==> config.mk <==
export PLATFORM = sky130hd
export DESIGN_NAME = la_capture_fsm
export DESIGN_NICKNAME = d
export VERILOG_FILES = /design/src/rtl/la_pkg.sv /design/src/rtl/la_capture_fsm.sv
export SDC_FILE = /design/constraint.sdc
export NUM_CORES = 1
export LEC_CHECK = 0
export BUFFER_PORTS_ARGS = -buffer_cell sky130_fd_sc_hd__buf_2
export CORE_AREA = 2 2 80 82
export DETAILED_ROUTE_END_ITERATION = 10
export DIE_AREA = 0 0 82 84
export HOLD_SLACK_MARGIN = 0.12
export PLACE_DENSITY = 0.67
export SLEW_MARGIN = 25
export SYNTH_ARGS = -nofsm -noshare
export SYNTH_HDL_FRONTEND = slang
export SYNTH_SLANG_ARGS = --single-unit
==> constraint.sdc <==
create_clock -name clk -period 6.8 [get_ports clk]
set_input_delay 1.36 -clock clk [delete_from_list [all_inputs] [get_ports clk]]
set_output_delay 1.36 -clock clk [all_outputs]
set_load 0.05 [all_outputs]
==> src/rtl/la_pkg.sv <==
// Shared state encoding for the logic-analyzer capture sequencer.
// Host register map and benches decode the capture state from these codes.
package la_pkg;

  localparam int unsigned STATE_W = 3;

  typedef enum logic [STATE_W-1:0] {
    ST_IDLE             = 3'd0,
    ST_MOVE_TO_POSITION = 3'd1,
    ST_IN_POSITION      = 3'd2,
    ST_CAPTURING        = 3'd3,
    ST_CAPTURED         = 3'd4
  } la_state_e;

endpackage

==> src/rtl/la_capture_fsm.sv <==
// Capture sequencer: pre-trigger fill, trigger wait, post-trigger fill of a
// power-of-two sample ring buffer; pointers wrap naturally at ADDR_WIDTH.
module la_capture_fsm
  import la_pkg::*;
#(
  parameter int unsigned SAMPLE_DEPTH = 4096,
  parameter int unsigned ADDR_WIDTH   = $clog2(SAMPLE_DEPTH)
) (
  input  logic                  clk,
  input  logic                  rst_n,
  input  logic                  start,
  input  logic                  stop_req,
  input  logic [ADDR_WIDTH-1:0] trigger_loc,
  input  logic                  trig,
  output logic [STATE_W-1:0]    state,
  output logic                  bram_we,
  output logic [ADDR_WIDTH-1:0] write_ptr,
  output logic [ADDR_WIDTH-1:0] read_ptr,
  output logic                  done
);

  la_state_e             state_q, state_d;
  logic [ADDR_WIDTH-1:0] wp_q, wp_d;
  logic [ADDR_WIDTH-1:0] rp_q, rp_d;
  logic [ADDR_WIDTH-1:0] loc_q, loc_d;
  logic [ADDR_WIDTH-1:0] wp_inc;

  assign wp_inc = wp_q + ADDR_WIDTH'(1);

  always_ff @(posedge clk) begin
    if (!rst_n) begin
      state_q <= ST_IDLE;
      wp_q    <= '0;
      rp_q    <= '0;
      loc_q   <= '0;
    end else begin
      state_q <= state_d;
      wp_q    <= wp_d;
      rp_q    <= rp_d;
      loc_q   <= loc_d;
    end
  end

  // Next state and pointer updates; stop_req overrides everything, pointers hold.
  always_comb begin
    state_d = state_q;
    wp_d    = wp_q;
    rp_d    = rp_q;
    loc_d   = loc_q;
    if (stop_req) begin
      state_d = ST_IDLE;
    end else begin
      case (state_q)
        ST_IDLE, ST_CAPTURED: begin
          if (start) begin
            loc_d   = trigger_loc;
            wp_d    = '0;
            rp_d    = '0;
            state_d = (trigger_loc != '0) ? ST_MOVE_TO_POSITION : ST_IN_POSITION;
          end
        end
        ST_MOVE_TO_POSITION: begin
          wp_d = wp_inc;
          if (wp_q == (loc_q - ADDR_WIDTH'(1))) state_d = ST_IN_POSITION;
        end
        ST_IN_POSITION: begin
          wp_d = wp_inc;
          if (trig) begin
            // Full window already behind the trigger when wp wraps onto rp.
            state_d = (wp_inc == rp_q) ? ST_CAPTURED : ST_CAPTURING;
          end else begin
            rp_d = rp_q + ADDR_WIDTH'(1);
          end
        end
        ST_CAPTURING: begin
          wp_d = wp_inc;
          if (wp_inc == rp_q) state_d = ST_CAPTURED;
        end
        default: state_d = ST_IDLE;
      endcase
    end
  end

  assign state     = state_q;
  assign bram_we   = (state_q == ST_MOVE_TO_POSITION) ||
                     (state_q == ST_IN_POSITION) ||
                     (state_q == ST_CAPTURING);
  assign done      = (state_q == ST_CAPTURED);
  assign write_ptr = wp_q;
  assign read_ptr  = rp_q;

endmodule

==> results by group <==
Status
  • Status: completed

Clock tree
  • Post-cts gate resize count: 0
  • Clock sink count: 39
  • Clock Path Buffers: 2
  • CTS tree: built
  • CTS Hold Bufs: 0
  • Post-CTS setup buffer count: 0
  • CTS Root Cell: clkbuf_8
  • Worst-Skew Late Latency: around 0.3 ns
  • CTS H-tree lvls: 2
  • Worst-path clk slew: about 0.08 ns
  • Number of CTS-inserted buffers: 5

Detailed routing
  • DRC Markers: 0
  • Routed WL: about 6.6 mm
  • Antenna Nets Post-Route: 0
  • Drt pass-1 iters: 5
  • DR vias/cell: approximately 5.6
  • Total number of vias: between 2000 and 3000
  • Initial DRC count: 150
  • Routed wire per std cell: around 14 um

Timing
  • Minimum clock period after layout: ~2.8 ns
  • Max Fclk: about 0.36 GHz
  • RSZ-0062 raised after global routing: no
  • Final hold vios: 0
  • Slew Limit Fails: 0
  • Slew margin rel.: 0.4146
  • Worst-margin pin slew: 0.8780 ns
  • Final setup fails: 0
  • Period utilisation layout: 0.4045
  • Clock skew: 0.01084 ns
  • Final TNS setup: 0 ns

Setup path
  • R2R depth: 8
  • Crit path kind: reg -> out
  • Crit end category: output port
  • CP Launch Point: state[1]$_SDFFE_PP0P_
  • Crit-path cells: o21ai_0, inv_1, buf_2
  • Worst path slowest cell: dfxtp_1
  • Arrival @ worst endpoint: around 1.4 ns
  • Origin of the critical flop-to-flop path: write_ptr[0]$_SDFFE_PN0P_
  • CP delay by family, top: flip-flops
  • Buf/Inv on CP: 2
  • Setup crit end: bram_we
  • WP depth: 3
  • Critical Path RT: approximately 5.4 ns
  • CP Max Fanout: 12
  • Critical Path Max Stage Delay: roughly 0.52 ns
  • Crit start category: flop
  • Setup slack, reg-to-reg: between 4 and 5 ns
  • RR Endpoint: state[1]$_SDFFE_PP0P_

Yosys
  • Post-synth cell types: slightly below 60
  • Mapped Avg Cell Area: 7.648 um^2
  • Syn. warnings: 0
  • Post-synth EDFFs: 0
  • Post-Syn Instances: ~360
  • Async S/R FF share, synth: 0
  • Synthesized flop and latch total: 39
  • Synthesized cell area: 0.002723 mm^2
  • Synth Flop Type: dfxtp_1
  • Sequential fraction of the synthesis area: 0.2868
  • Syn_nets: 376

Floorplan
  • Num rows: 29
  • Die Area: just under 0.007 mm^2
  • Die Y-Extent: roughly 84 um
  • Chip width: between 80 and 90 um
  • Starting Density: 0.4466
  • I/O pin total: 46
  • Core Area: 0.006096 mm^2

Power and ir drop
  • PD cells: approximately 170 mW/mm^2
  • VDD IR-drop max: approximately 84 uV
  • Total Power: ~0.52 mW
  • Leakage: between 1 and 1.5 nW

Global routing
  • Global routing met2 resource utilization: 0.3156
  • M3 GR Usage: 0.03680
  • Antenna violations before repair: 0
  • GRT busiest layer: met2
  • Grt met1 use: 0.2904
  • Grt total ovfl: 0
  • Largest net degree at the start of global routing: 26
  • First-pass GRT wire length: approximately 11 mm
  • GRT Total Usage: 0.2059
  • Vias in the first global route: between 2000 and 2500

Finish
  • P&R area growth vs syn: 12.04%
  • Nets@finish: 406
  • # diodes: 0
  • Area occupied by multi-input gates: ~0.0018 mm^2
  • Sequential Area: just under 800 um^2
  • Number of fill cells: 627
  • Layout cells sized above 1: 0.1783

Run
  • Max-cap viol count: 0

Placed design
  • DPL Wire Length: roughly 5 mm
  • GPL Wtd Cong: 0.8553
  • IO Port Bufs: 45

Hold path
  • Hold crit path type: reg -> reg
[synth_stat cells, types with 4 or more instances]
library cell / n / share of area
inv_1: 10 / 0.014
nand3_1: 15 / 0.028
dfxtp_1: 39 / 0.29
a31oi_1: 4 / 0.0092
nor3_1: 9 / 0.017
xnor2_1: 17 / 0.055
o21ai_0: 15 / 0.028
nor2b_1: 8 / 0.018
buf_4: 4 / 0.011
nand4_1: 9 / 0.021
a21oi_1: 10 / 0.018
buf_2: 5 / 0.0092
xor2_1: 19 / 0.061
nor4_1: 7 / 0.016
clkbuf_1: 12 / 0.017
nand2_1: 52 / 0.072
nor2_1: 37 / 0.051
and2_1: 6 / 0.014
a21boi_0: 13 / 0.036
[flip-flops by register name (all words and copies together) (netlist names)]
| signal | flops |
|---|---|
| state | 3 |
| read_ptr | 12 |
| write_ptr | 12 |
| loc_q | 12 |
[routing by layer]
metal,vias to the layer above,part of all wire
met4,0,0.018
met5,-,0
met2,56,0.46
met1,1216,0.48
li1,1309,-
met3,9,0.046
[cells in the final DEF, fill, tap and decap left out, types with 10 or more instances in the layout]
cell type  netlist  final
nand2_1         52     52
buf_2            5     45
dfxtp_1         39     39
nor2_1          37     37
xor2_1          19     19
xnor2_1         17     17
o21ai_0         15     15
nand3_1         15     15
a21boi_0        13     13
inv_1           10     10
a21oi_1         10     10
[final cells by class]
type	count	area share
Tap cell	77	0.03158
Timing Repair Buffer	45	0.07383
Inverter	10	0.01231
Sequential cell	39	0.2559
Clock buffer	6	0.02707
Multi-Input combinational cell	285	0.5878
Clock inverter	2	0.01148
[power breakdown]
part           switching [mW]  internal, mW
clock                  0.0829         0.119
sequential            0.00809         0.233
combinational          0.0434        0.0308
total                   0.134         0.382
[per-stage QoR]
step | hold slack [ns] | std cells | setup WS (ns) | area (um^2) | utilization
2_1_floorplan | 0.4695 | 356 | 3.498 | 2723 | -
3_3_place_gp | 0.4992 | 456 | 3.809 | 2933 | 0.4811
3_5_place_dp | 0.5156 | 456 | 3.779 | 2933 | 0.4811
4_1_cts | 0.5254 | 464 | 4.036 | 3050 | 0.5004
5_1_grt | 0.5454 | 464 | 3.899 | 3050 | 0.5004
6_report | 0.5227 | 464 | 4.049 | 3050 | 0.5004
[kinds of logic after synthesis]
| family | synth area share |
|---|---|
| flops | 0.2868 |
| compound gates | 0.1921 |
| buf+inv | 0.05469 |
| simple gates | 0.3258 |
| xor+xnor | 0.1158 |
| mux | 0.01103 |
| fa+ha+maj | 0.01379 |
[worst min path at each step]
stage,cells past startpoint,slack (ns),to,startpoint
6_report,2,0.52,loc_q[10]$_SDFFE_PN0P_,loc_q[10]$_SDFFE_PN0P_
5_1_grt,2,0.55,loc_q[10]$_SDFFE_PN0P_,loc_q[10]$_SDFFE_PN0P_
4_1_cts,2,0.53,loc_q[10]$_SDFFE_PN0P_,loc_q[10]$_SDFFE_PN0P_
3_5_place_dp,2,0.52,loc_q[10]$_SDFFE_PN0P_,loc_q[10]$_SDFFE_PN0P_
3_3_place_gp,2,0.50,loc_q[10]$_SDFFE_PN0P_,loc_q[10]$_SDFFE_PN0P_
2_1_floorplan,2,0.47,loc_q[10]$_SDFFE_PN0P_,loc_q[10]$_SDFFE_PN0P_
[worst min-delay path, cell delays in order (launching register included)]
cell	delay [ns]
dfxtp_1	0.35
nand2_1	0.06
a21boi_0	0.07
(Power assumes the default switching activity.)
